===== src/rtl/bin2bcd_seg_display.sv =====
// bin2bcd_seg_display
//   Sequential binary-to-decimal converter driving active-low 7-segment
//   displays. A W-bit value is captured on start and converted with the
//   shift-and-add-3 method, one bit per clock. Results are registered and
//   held until the next conversion completes or reset.
//
// Ports
//   CLOCK_50 : system clock, rising edge
//   reset    : synchronous, active-high
//   start    : conversion request, honoured only when idle
//   bin      : W-bit unsigned value captured when start is accepted
//   busy     : high while shifting
//   done     : one-cycle pulse when bcd/HEX/ovf take new values
//   ovf      : captured value was >= 10^DIGITS
//   bcd      : packed BCD, digit 0 in [3:0]
//   HEX      : packed segments gfedcba, active-low, display 0 in [6:0]
module bin2bcd_seg_display #(
  parameter int unsigned W             = 9,
  parameter int unsigned DIGITS        = 3,
  parameter int unsigned BLANK_LEADING = 1
) (
  input  logic                  CLOCK_50,
  input  logic                  reset,
  input  logic                  start,
  input  logic [W-1:0]          bin,
  output logic                  busy,
  output logic                  done,
  output logic                  ovf,
  output logic [4*DIGITS-1:0]   bcd,
  output logic [7*DIGITS-1:0]   HEX
);

  // Decimal digits needed to hold 2^w - 1.
  function automatic int unsigned dec_digits(input int unsigned w);
    longint unsigned maxv;
    int unsigned     n;
    maxv = (64'd1 << w) - 64'd1;
    n    = 1;
    for (int unsigned i = 0; i < 8; i++) begin
      if (maxv >= 64'd10) begin
        maxv = maxv / 64'd10;
        n    = n + 1;
      end
    end
    return n;
  endfunction

  function automatic logic [31:0] pow10(input int unsigned n);
    logic [31:0] p;
    p = 32'd1;
    for (int unsigned i = 0; i < n; i++) begin
      p = p * 32'd10;
    end
    return p;
  endfunction

  function automatic logic [6:0] seg7(input logic [3:0] d);
    logic [6:0] s;
    case (d)
      4'd0:    s = 7'b1000000;
      4'd1:    s = 7'b1111001;
      4'd2:    s = 7'b0100100;
      4'd3:    s = 7'b0110000;
      4'd4:    s = 7'b0011001;
      4'd5:    s = 7'b0010010;
      4'd6:    s = 7'b0000010;
      4'd7:    s = 7'b1111000;
      4'd8:    s = 7'b0000000;
      4'd9:    s = 7'b0010000;
      default: s = 7'b1111111;
    endcase
    return s;
  endfunction

  localparam int unsigned ACC_MIN = dec_digits(W);
  localparam int unsigned NACC    = (ACC_MIN > DIGITS) ? ACC_MIN : DIGITS;
  localparam int unsigned CW      = $clog2(W + 1);
  localparam logic [31:0] LIMIT   = pow10(DIGITS);

  typedef enum logic [1:0] {IDLE, SHIFT, FINISH} state_t;

  state_t                state_q, state_d;
  logic [W-1:0]          shreg_q, shreg_d;
  logic [4*NACC-1:0]     acc_q, acc_d;
  logic [CW-1:0]         cnt_q, cnt_d;
  logic                  ovf_pend_q, ovf_pend_d;
  logic                  busy_q, busy_d;
  logic                  done_q, done_d;
  logic                  ovf_q, ovf_d;
  logic [4*DIGITS-1:0]   bcd_q, bcd_d;
  logic [7*DIGITS-1:0]   hex_q, hex_d;

  logic [4*NACC-1:0]     adj;
  logic [4*NACC+W-1:0]   shifted;
  logic [7*DIGITS-1:0]   hex_fin;

  // Add-3 correction followed by a one-bit left shift of {acc, shreg}.
  always_comb begin
    adj = acc_q;
    for (int unsigned i = 0; i < NACC; i++) begin
      if (acc_q[4*i +: 4] >= 4'd5) begin
        adj[4*i +: 4] = acc_q[4*i +: 4] + 4'd3;
      end
    end
    shifted = {adj, shreg_q} << 1;
  end

  // Display codes from the finished accumulator. Scanning from the top digit
  // down lets zero_above track "this and all higher digits are zero".
  always_comb begin
    logic        zero_above;
    logic [3:0]  nib;
    int unsigned d;
    zero_above = 1'b1;
    nib        = '0;
    d          = 0;
    hex_fin    = '1;
    for (int unsigned k = 0; k < DIGITS; k++) begin
      d          = DIGITS - 1 - k;
      nib        = acc_q[4*d +: 4];
      zero_above = zero_above && (nib == 4'd0);
      if (ovf_pend_q) begin
        hex_fin[7*d +: 7] = 7'b0111111;
      end else if ((BLANK_LEADING != 0) && (d != 0) && zero_above) begin
        hex_fin[7*d +: 7] = '1;
      end else begin
        hex_fin[7*d +: 7] = seg7(nib);
      end
    end
  end

  always_comb begin
    state_d    = state_q;
    shreg_d    = shreg_q;
    acc_d      = acc_q;
    cnt_d      = cnt_q;
    ovf_pend_d = ovf_pend_q;
    busy_d     = 1'b0;
    done_d     = 1'b0;
    ovf_d      = ovf_q;
    bcd_d      = bcd_q;
    hex_d      = hex_q;
    case (state_q)
      IDLE: begin
        if (start) begin
          shreg_d    = bin;
          acc_d      = '0;
          cnt_d      = CW'(W);
          ovf_pend_d = (32'(bin) >= LIMIT);
          busy_d     = 1'b1;
          state_d    = SHIFT;
        end
      end
      SHIFT: begin
        acc_d   = shifted[4*NACC+W-1:W];
        shreg_d = shifted[W-1:0];
        cnt_d   = cnt_q - CW'(1);
        if (cnt_q == CW'(1)) begin
          state_d = FINISH;
        end else begin
          busy_d  = 1'b1;
        end
      end
      FINISH: begin
        bcd_d   = acc_q[4*DIGITS-1:0];
        hex_d   = hex_fin;
        ovf_d   = ovf_pend_q;
        done_d  = 1'b1;
        state_d = IDLE;
      end
      default: state_d = IDLE;
    endcase
  end

  always_ff @(posedge CLOCK_50) begin
    if (reset) begin
      state_q    <= IDLE;
      shreg_q    <= '0;
      acc_q      <= '0;
      cnt_q      <= '0;
      ovf_pend_q <= 1'b0;
      busy_q     <= 1'b0;
      done_q     <= 1'b0;
      ovf_q      <= 1'b0;
      bcd_q      <= '0;
      hex_q      <= '1;
    end else begin
      state_q    <= state_d;
      shreg_q    <= shreg_d;
      acc_q      <= acc_d;
      cnt_q      <= cnt_d;
      ovf_pend_q <= ovf_pend_d;
      busy_q     <= busy_d;
      done_q     <= done_d;
      ovf_q      <= ovf_d;
      bcd_q      <= bcd_d;
      hex_q      <= hex_d;
    end
  end

  assign busy = busy_q;
  assign done = done_q;
  assign ovf  = ovf_q;
  assign bcd  = bcd_q;
  assign HEX  = hex_q;

endmodule


===== config.mk =====
export PLATFORM = sky130hd
export DESIGN_NAME = bin2bcd_seg_display
export DESIGN_NICKNAME = d
export VERILOG_FILES = /design/src/rtl/bin2bcd_seg_display.sv
export SDC_FILE = /design/constraint.sdc
export NUM_CORES = 1
export LEC_CHECK = 0
export CAP_MARGIN = 20
export CORE_MARGIN = 5
export CORE_UTILIZATION = 45
export DETAILED_ROUTE_END_ITERATION = 16
export GPL_ROUTABILITY_DRIVEN = 0
export HOLD_SLACK_MARGIN = 0.02
export PLACE_DENSITY = 0.68
export RECOVER_POWER = 25
export SKIP_CTS_REPAIR_TIMING = 1
export SLEW_MARGIN = 20
export SYNTH_ARGS = -nofsm -noshare
export SYNTH_HDL_FRONTEND = slang
export SYNTH_SLANG_ARGS = --single-unit

===== constraint.sdc =====
create_clock -name CLOCK_50 -period 6.3 [get_ports CLOCK_50]
set_input_delay 1.575 -clock CLOCK_50 [delete_from_list [all_inputs] [get_ports CLOCK_50]]
set_output_delay 1.575 -clock CLOCK_50 [all_outputs]
set_load 0.05 [all_outputs]

* Word level (Yosys, flattened, before mapping)
Memories as Yosys holds them, arrays and structs flattened. A register that Yosys moved wholly into a read port is not among the register bits.
Index checks and enable logic that the tools add are counted.
** Word-level totals
- Flip-flop bits (word level) :: 62
- Memory bits (read-only) :: 336
- Input port bits :: 12
- Output and inout bits :: 36
- Word-level logic and storage cells :: 52
- Memories kept :: 3
** Memory list
- (name not given) :: depth 16, bits a word 7, read ports 1, clocked after Yosys merged registers in 1, wr ports 0, RTL line 59 : case (d)
- (name not given) :: depth 16, bits a word 7, read ports 1, clocked after Yosys merged registers in 1, wr ports 0, RTL line 59
- (name not given) :: depth 16, bits a word 7, read ports 1, clocked after Yosys merged registers in 1, wr ports 0, RTL line 59
** Cells by class
- $add $sub $neg :: 4
- Order comparisons :: 3
- Equal/unequal tests :: 5
- Multiplexer cells :: 22
- Reductions and logical operators :: 7
** Operators with widths (count)
- two-way mux 4 bit :: 7
- case mux 12 bit (2 select lines) :: 1
- case mux 9 bit (2 select lines) :: 1
- two-way mux 7 bit :: 2
- >= comparator 4 x 3 -> 1 bit, second input constant :: 3
- two-way mux 12 bit :: 1
- two-way mux 9 bit :: 1
- adder 4 x 2 -> 4 bit, second input constant :: 2
- logical NOT 4 bit :: 2
- case mux 4 bit (2 select lines) :: 1
- == test 4 x 1 -> 1 bit, second input constant :: 1
- two-way mux 2 bit :: 2
- inequality test 2 bit, second input constant :: 2
- case mux 2 bit (2 select lines) :: 1
- AND reduction 2 bit :: 2
- subtractor 4 x 1 -> 4 bit, second input constant :: 1
- adder 3 x 2 -> 3 bit, second input constant :: 1
- two-way mux 1 bit :: 3
- two-way mux 3 bit :: 1
- == test 2 x 1 -> 1 bit, second input constant :: 1
- == test 2 bit, second input constant :: 1
- logical NOT 2 bit :: 1
- case mux 1 bit (2 select lines) :: 1
- nonzero test 2 bit :: 1
- logical AND 1 bit :: 1

* Logic depth before layout (Yosys ltp)
Gate-level depths: netlist (run 1).
- Word-level depth :: 5
- Gate-level depth with buffers :: 14
- Gate-level depth less buffers :: 13

* Worst setup path after synthesis (run 1)
OpenSTA, ideal clock, no wires.
- Path kind :: in2reg
- From :: input start
- To :: register (tool-made name)
- Setup time :: 59 ps
- Data arrival time :: 3211 ps
- Data required time :: 6241 ps
- Path slack :: 3029 ps
- Stages on the path :: 13
- Path buffers :: 2
- Path through :: o21ba_1 -> buf_4 -> nor2_4 -> buf_4 -> nand2_1 -> o21ai_0 -> ha_1 -> nor2_1 -> nand3_1 -> nor2_1 -> a2111oi_4 -> o21ai_1 -> nand2_1
** RTL lines
- start: declaration :: RTL line 24 : input logic start,

==> impl_results.md, run 1 <==
- Max Slew Vio Count: 0
- Max-cap viol count: 0
- Filler cell count in the final layout: approximately 700
- Initial antenna violation count: 0
- Chip Width: slightly below 100 um
- Drt via density: roughly 5.3
- Site Rows: 32
- Total GRT Usage: 0.162
- Fin util: 0.550
- YS warnings: 0
- Starting density of the core: 0.459
- First-pass GRT wire length: around 13,000 um
- Pwr Total: between 0.9 and 1 mW
- Worst hold path type: reg -> reg
- Rel. slew slack: 0.381
- CTS tree: done
- Critical path endpoint category: flip-flop
- Worst setup margin: 2.04 ns
- TritonCTS Buffers: 9
- Syn Nets: around 450
- Clk_skew: slightly above 0.009 ns
- Sw power: 0.236 mW
- Fraction of layout cells with a size suffix above 1: 0.0733
- Min Tclk post-route: between 4 and 5 ns
- GR Overflow Total: 0
- Seq/Total Area, Yosys: 0.431
- Post-route ant nets: 0
- Antenna diodes: 0
- Tightest Pin Transition: a little over 0.9 ns
- Netlist cell types: 58
- Critical path fanouts, max: 36
- Worst skew pair latency: 0.36 ns
- Wire length per cell: 14.0 um
- Vias in the first global route: about 2,700
- Sw Share: 0.237
- Cell Area, Synth: ~0.0035 sq mm
- CP Data Arrival Time: 4.56 ns
- Combinational power share: 0.077
- Die Area: slightly below 0.01 sq mm
- CORE AREA: 0.00769 sq mm
- Synthesis-to-layout area growth: 20.0%
- FF+latch count, synth: 76
- Crit path kind: in -> reg
- Outcome: complete, no violations
- DR DRC count: 0
- Fmax: between 0.2 and 0.25 GHz
- Via count: a little under 3,000
- Clk sink count: between 70 and 80
- PortBufs: 46
- Pint: 0.762 mW
- Synth Instances: between 400 and 500
- DR iter-0 viols: 120
- Worst-path clk slew: around 0.08 ns
- Root buf cell: clkbuf_8
- Critical Path Source Type: input pin
- Post-Route WL: approximately 7800 um
- Sequential share of power: 0.503
- Leakage: ~1.7 nW
- Final hold viol count: 0
- Setup violation total in the final timing report: 0
- Largest net degree at the start of global routing: 37
- Ports: 48
- Post-DP HPWL: 5340 um
- Die Y: roughly 100 um
- Asr flop ratio synth: 0
- Peak supply drop: 0.136 mV
- Final nets: 480
- Total Negative Setup Slacks: 0 ns
- Number of flops mapped to enable cells by yosys: 0
- RSZ-0062 raised after global routing: false
- Pre-CTS WS: 1.79 ns
- Worst Path Required: ~6.6 ns
- Power per standard cell area: 236 mW/mm^2
- H-tree depth: 3
- Ys flop type: dfxtp_1
- Drt first pass iters: 5
- Clk pwr share: 0.420
- Final worst path period share: 0.676
- Max Root-Sink Buffers: 2
- Mean Syn Cell Area: 8.56 sq um
## metrics by stage
step                hold slack [ns]  area (sq um)  std cells
finish                        0.447          4230        552
CTS                           0.449          4240        552
floorplan                     0.418          3530        412
detailed placement            0.433          4010        537
global placement              0.425          4010        537
global route                  0.468          4230        552
## cells by family (layout without fill, tap and decap cells)
family / count (synthesis) / after routing / synth area share
AND/OR/NAND/NOR: 148 / 148 / 0.189
AO/OA/AOI/OAI: 110 / 110 / 0.220
flip-flops: 76 / 76 / 0.431
buffers and inverters: 47 / 85 / 0.0585
adder cells (fa/ha/maj): 22 / 22 / 0.0780
multiplexers: 5 / 5 / 0.0145
XOR/XNOR: 3 / 3 / 0.00745
other: 1 / 1 / 0.00106
## Yosys cell counts, drive strengths merged, types with 4 or more instances
cell     n  area [sq um]
nor3    12          60.1
nor2    32           130
a311oi  11          96.3
nand2   76           285
clkbuf  14          52.6
dfxtp   76          1520
nand2b   6          37.5
o21ai   23           115
a22o     4          35.0
buf     11          68.8
nand3    5          25.0
a22oi    4          30.0
a21oi   32           164
inv     22          85.1
ha      22           275
mux2i    4          40.0
o311ai   5          43.8
o22ai    7          43.8
## path summary, 6_finish.rpt
check | start | endpoint | slack, ns | cells past startpoint
worst max-delay path | reset | flip-flop | 2.04 | 12
worst min-delay path | flip-flop | HEX[12] | 0.45 | 2
worst max register to register | state_q[0] | flip-flop | 3.20 | 11
worst min register to register | flip-flop | HEX[12] | 0.45 | 2
## power groups by stage
stage          registers, mW  logic [mW]  clock network, mW
2_1_floorplan          0.515      0.0531                  0
3_3_place_gp           0.513      0.0759                  0
3_5_place_dp           0.513      0.0770                  0
4_1_cts                0.502      0.0778              0.425
5_1_grt                0.504      0.0844              0.447
6_report               0.502      0.0765              0.419
## placed cells by master, fill, tap and decap left out, types with 2 or more instances in the layout
| cell type | instances |
|---|---|
| a22o_1 | 4 |
| o21ai_1 | 3 |
| o21ai_0 | 20 |
| o311ai_0 | 5 |
| a22oi_1 | 4 |
| nor2b_1 | 2 |
| buf_4 | 2 |
| nor3_1 | 12 |
| xnor2_1 | 3 |
| bufinv_16 | 2 |
| a21oi_1 | 31 |
| nand3_1 | 5 |
| a21o_1 | 2 |
| a32oi_1 | 2 |
| and3_1 | 3 |
| nand2b_1 | 5 |
| clkdlybuf4s50_1 | 44 |
| o211ai_1 | 2 |
| dlygate4sd3_1 | 2 |
| nand3b_1 | 2 |
| a31oi_1 | 3 |
| nor2_1 | 31 |
| inv_2 | 2 |
| o21bai_1 | 2 |
| dfxtp_1 | 76 |
| a311oi_1 | 11 |
| inv_1 | 19 |
| clkbuf_8 | 11 |
| ha_1 | 22 |
| and2_1 | 2 |
| mux2i_1 | 4 |
| o22ai_1 | 7 |
| a2bb2oi_1 | 2 |
| nand2_1 | 76 |
## metal layers
metal | up-vias | global-route usage | part of all wire | routed length [um]
met5 | - | 0 | 0 | 0
li1 | 1494 | - | - | -
met3 | 10 | 0.0368 | 0.034 | 261
met2 | 41 | 0.275 | 0.47 | 3650
met4 | 0 | 0.0630 | 0.017 | 133
met1 | 1364 | 0.201 | 0.48 | 3710
## worst max-delay path, cell delays in order
cell	delay (ns)
dlygate4sd3_1	0.53
buf_4	0.26
inv_1	0.45
nand2_1	0.25
o21ai_0	0.47
ha_1	0.26
nor2_1	0.06
nand3_1	0.10
nor2_1	0.07
a2111oi_4	0.34
o21ai_1	0.11
nand2_1	0.07
## cell type report
type / instances / area (sq um) / share of cell area
Multi-Input combinational cell: 289 / 1800 / 0.425
Sequential cell: 76 / 1520 / 0.360
Timing Repair Buffer: 48 / 475 / 0.112
Clock buffer: 11 / 151 / 0.0358
Tap cell: 102 / 128 / 0.0302
Inverter: 22 / 85.1 / 0.0201
Clock inverter: 4 / 72.6 / 0.0171
Note: power is estimated with default switching activity, not from simulation.
==> inputs of run 2 (changes only) <==
PLACE_DENSITY = 0.7   (was 0.68)
clock period = 3.8 ns   (was 6.3 ns; I/O delays follow)
==> run 2 against run 1 <==
Net effect:
- first-iteration DRC count fell by 9.2%
- non-clock buffer count increased by 3
- total power increased by 47%
- clock power up 21%
- critical path depth down 1
- register-to-register slack got worse by 2.4 ns
- core utilization is 0.70 points lower
- combinational power rose by 70%
- critical path type unchanged
- highest routed layer unchanged
==> impl_results.md, run 2 (synthesis gave the netlist of run 1 again) <==
- RSZ-0062 raised after global routing: false
- Sw power: 0.372 mW
- H-tree depth: 3
- Fin util: 0.543
- Total Negative Setup Slacks: 0 ns
- Die Area: 0.00971 sq mm
- Clk_skew: about 0.0082 ns
- Max Slew Vio Count: 0
- Site Rows: 32
- Post-Route WL: 7630 um
- Placed cell count: 540
- PortBufs: 46
- DR iter-0 viols: 109
- GR Overflow Total: 0
- Peak supply drop: about 0.19 mV
- Chip Width: between 90 and 100 um
- Post-DP HPWL: 5380 um
- Setup violation total in the final timing report: 0
- Worst Path Required: approximately 4.1 ns
- Combinational power share: 0.088
- Hold Slack: roughly 0.45 ns
- Final nets: 483
- Synthesis-to-layout area growth: 18.4%
- Placed Instance Area: a little over 0.004 sq mm
- Clk sink count: 76
- Post-route ant nets: 0
- Worst setup margin: roughly 0.6 ns
- Most frequent cells in the layout: 76 x dfxtp_1, 76 x nand2_1, 44 x clkdlybuf4s50_1
- Antenna diodes: 0
- CP Data Arrival Time: between 3 and 4 ns
- Outcome: complete, no violations
- Multi-input gate area: approximately 0.0018 sq mm
- Sw Share: 0.253
- Total GRT Usage: 0.162
- TritonCTS Buffers: 9
- Via count: 2,911
- CORE AREA: ~0.0077 sq mm
- Fraction of layout cells with a size suffix above 1: 0.0706
- Leakage: around 1.7 nW
- Worst-path clk slew: approximately 0.07 ns
- Sequential share of power: 0.568
- Root buf cell: clkbuf_8
- Ports: between 40 and 50
- Crit path kind: in -> reg
- CTS tree: done
- Worst skew pair latency: around 0.34 ns
- Rel. slew slack: 0.227
- Initial antenna violation count: 0
- Worst hold path type: reg -> reg
- Drt first pass iters: 4
- Min Tclk post-route: around 3.2 ns
- Post-route insts no fill: approximately 560
- Critical path fanouts, max: 8
- Vias in the first global route: about 2,800
- Pwr Total: 1.47 mW
- Pint: roughly 1.1 mW
- Largest net degree at the start of global routing: 32
- Final worst path period share: 0.838
- Wire length per cell: between 10 and 15 um
- Drt via density: between 5 and 6
- Max Root-Sink Buffers: 2
- Critical Path Source Type: input pin
- Starting density of the core: 0.459
- Final hold viol count: 0
- Max-cap viol count: 0
- Fmax: ~0.31 GHz
- Sequential cell area: roughly 0.0015 sq mm
- DR DRC count: 0
- Filler cell count in the final layout: ~750
- Critical path endpoint category: flip-flop
- First-pass GRT wire length: around 13,000 um
- Die Y: 98.5 um
- Tightest Pin Transition: about 1.2 ns
- Post-route cell area: 0.00418 sq mm
- Pre-CTS WS: 0.480 ns
- Power per standard cell area: approximately 350 mW/mm^2
- Clk pwr share: 0.344
==> run 2: worst max-delay path, cell delays in order <==
cell and delay, ns:
dlygate4sd3_1 0.65, nor2_1 0.51, nand2_1 0.17, o211ai_2 0.25, ha_1 0.21, nor2_1 0.05
nand3_1 0.08, nor2_1 0.07, a2111oi_4 0.34, o21ai_1 0.11, nand2_1 0.07
==> run 2: per-layer routing <==
| metal | global-route usage | vias up | wire length, um |
|---|---|---|---|
| met5 | 0 | - | 0 |
| met4 | 0.0546 | 0 | 114 |
| met3 | 0.0326 | 10 | 315 |
| met2 | 0.287 | 50 | 3670 |
| met1 | 0.194 | 1350 | 3520 |
| li1 | - | 1501 | - |
==> run 2: power groups by stage <==
stage / clock network, mW / logic, mW / registers [mW]
finish: 0.505 / 0.130 / 0.833
global route: 0.554 / 0.145 / 0.836
floorplan: 0 / 0.0881 / 0.855
detailed placement: 0 / 0.131 / 0.852
global placement: 0 / 0.128 / 0.850
CTS: 0.516 / 0.132 / 0.833
==> run 2: path summary, 6_finish.rpt <==
path,cells past startpoint,endpoint,start,slack (ns)
max,11,flip-flop,reset,0.61
min,2,HEX[7],flip-flop,0.45
max reg2reg,11,flip-flop,state_q[0],0.76
min reg2reg,2,HEX[7],flip-flop,0.45
==> run 2: layout make-up <==
class | count | share of cell area
Multi-Input combinational cell | 289 | 0.431
Sequential cell | 76 | 0.364
Timing Repair Buffer | 51 | 0.118
Clock buffer | 12 | 0.0323
Tap cell | 102 | 0.0305
Inverter | 22 | 0.0204
Clock inverter | 3 | 0.00359
==> inputs of run 3 (changes only) <==
PLACE_DENSITY = 0.68   (was 0.7)
clock period = 3.1 ns   (was 3.8 ns; I/O delays follow)
==> run 3 against run 2 <==
Net effect:
- register-to-register slack worse by 0.26 ns
- cell area up 2.5%
- first-iteration DRC count up 13%
- worst hold slack worse by 0.0055 ns
- non-clock buffer count up 10
- sequential share of layout area down 0.90 points
- count of clock-buffer cells in the layout down 2
- clock skew up 0.00081 ns
- critical path depth unchanged
- core utilization up 1.4 points
- clock power up 65%
- via count up 2.3%
- largest power group unchanged
==> impl_results.md, run 3 (synthesis gave the netlist of run 1 again) <==
- Post-DP HPWL: roughly 5600 um
- Outcome: complete, no violations
- CTS tree: done
- TritonCTS Buffers: 9
- Worst Path Required: about 3.4 ns
- Crit path kind: in -> reg
- Drt first pass iters: 4
- Drt via density: 5.26
- CP Data Arrival Time: just over 3 ns
- Critical path endpoint category: flip-flop
- First-pass GRT wire length: roughly 13,000 um
- Peak supply drop: ~0.38 mV
- Final worst path period share: 0.885
- Placed cell count: 550
- Met1 usage: 0.205
- Met3 Track Usage GR: 0.0467
- Total Negative Setup Slacks: 0 ns
- Total GRT Usage: 0.168
- Fmax: about 0.36 GHz
- Ports: between 40 and 50
- Max-cap viol count: 0
- Antenna diodes: 0
- PortBufs: 46
- Critical R2R Capture: HEX[13]
- Critical Path Source Type: input pin
- Setup violation total in the final timing report: 0
- Wire length per cell: approximately 14 um
- Tightest Pin Transition: approximately 1.4 ns
- Worst hold path type: reg -> reg
- Clk sink count: 76
- Leakage: roughly 1.7 nW
- Site Rows: 32
- Synthesis-to-layout area growth: 21.5%
- Fraction of layout cells with a size suffix above 1: 0.0841
- Gr busiest metal: met2
- Min Tclk post-route: about 2.7 ns
- CORE AREA: approximately 0.0077 sq mm
- Worst hold path depth: 2
- GR Overflow Total: 0
- Post-route insts no fill: ~570
- Worst skew pair latency: roughly 0.35 ns
- Starting density of the core: 0.459
- Power per standard cell area: approximately 470 mW/mm^2
- DR iter-0 viols: around 120
- Setup slack, reg-to-reg: 0.50 ns
- Die Y: 98.5 um
- Post-Route WL: 7870 um
- Rel. slew slack: 0.0472
- Reg-to-Reg Start: state_q[1]
- R2R cell count: 4
- H-tree depth: 3
- Final hold viol count: 0
- Via count: 2,977
- Max Slew Vio Count: 0
- Fin util: 0.557
- Initial antenna violation count: 0
- Most frequent cells in the layout: 76 x dfxtp_1, 76 x nand2_1, 45 x clkdlybuf4s50_1
- Hold Crit Endpoint: HEX[8]
- Clk_skew: approximately 0.0090 ns
- Largest net degree at the start of global routing: 25
- Vias in the first global route: around 2,900
- Post-route ant nets: 0
- GR met2 Demand/Resource: 0.281
- Root buf cell: clkbuf_8
- Die Area: 0.00971 sq mm
- Chip Width: about 99 um
- RSZ-0062 raised after global routing: false
- Final nets: slightly below 500
- Critical path fanouts, max: 6
- Worst-path clk slew: approximately 0.08 ns
- DR DRC count: 0
- Max Root-Sink Buffers: 2
==> run 3: final cells by class <==
| cell class | count | area, sq um |
|---|---|---|
| Fill cell | 742 | 3400 |
| Multi-Input combinational cell | 289 | 1770 |
| Sequential cell | 76 | 1520 |
| Timing Repair Buffer | 61 | 554 |
| Clock buffer | 10 | 138 |
| Tap cell | 102 | 128 |
| Clock inverter | 6 | 87.6 |
| Inverter | 22 | 85.1 |
==> run 3: per-stage QoR <==
stage,hold slack (ns),area (sq um),power [mW],setup WS (ns)
after floorplan,0.418,3530,1.16,0.629
after global placement,0.423,4110,1.21,0.252
after detailed placement,0.429,4110,1.21,0.172
after CTS,0.444,4330,2.05,0.539
after global routing,0.470,4280,2.11,0.165
final,0.440,4280,2.02,0.358
==> run 3: worst max path at each step <==
stage	from	to	cells after the start
finish	reset	flip-flop	11
global route	state_q[1]	HEX[8]	4
CTS	reset	flip-flop	11
detailed placement	reset	flip-flop	9
global placement	reset	flip-flop	9
floorplan	start	flip-flop	13
==> run 3: critical path, stage by stage <==
cell and delay (ns):
dlygate4sd3_1 0.63, nor2_1 0.40, nand2_1 0.17, o211ai_2 0.14
ha_1 0.22, nor2_1 0.05, nand3_1 0.08, nor2_1 0.06
a2111oi_4 0.34, o21ai_1 0.11, nand2_1 0.07
==> run 3: where the power goes <==
part,switching (mW),internal (mW)
logic,0.101,0.0652
clock network,0.357,0.475
registers,0.0218,1.00
total,0.480,1.54
==> run 3: layer usage <==
layer	vias to the layer above	share of wire
met5	-	0
met2	57	0.48
li1	1520	-
met4	0	0.015
met3	15	0.043
met1	1385	0.46
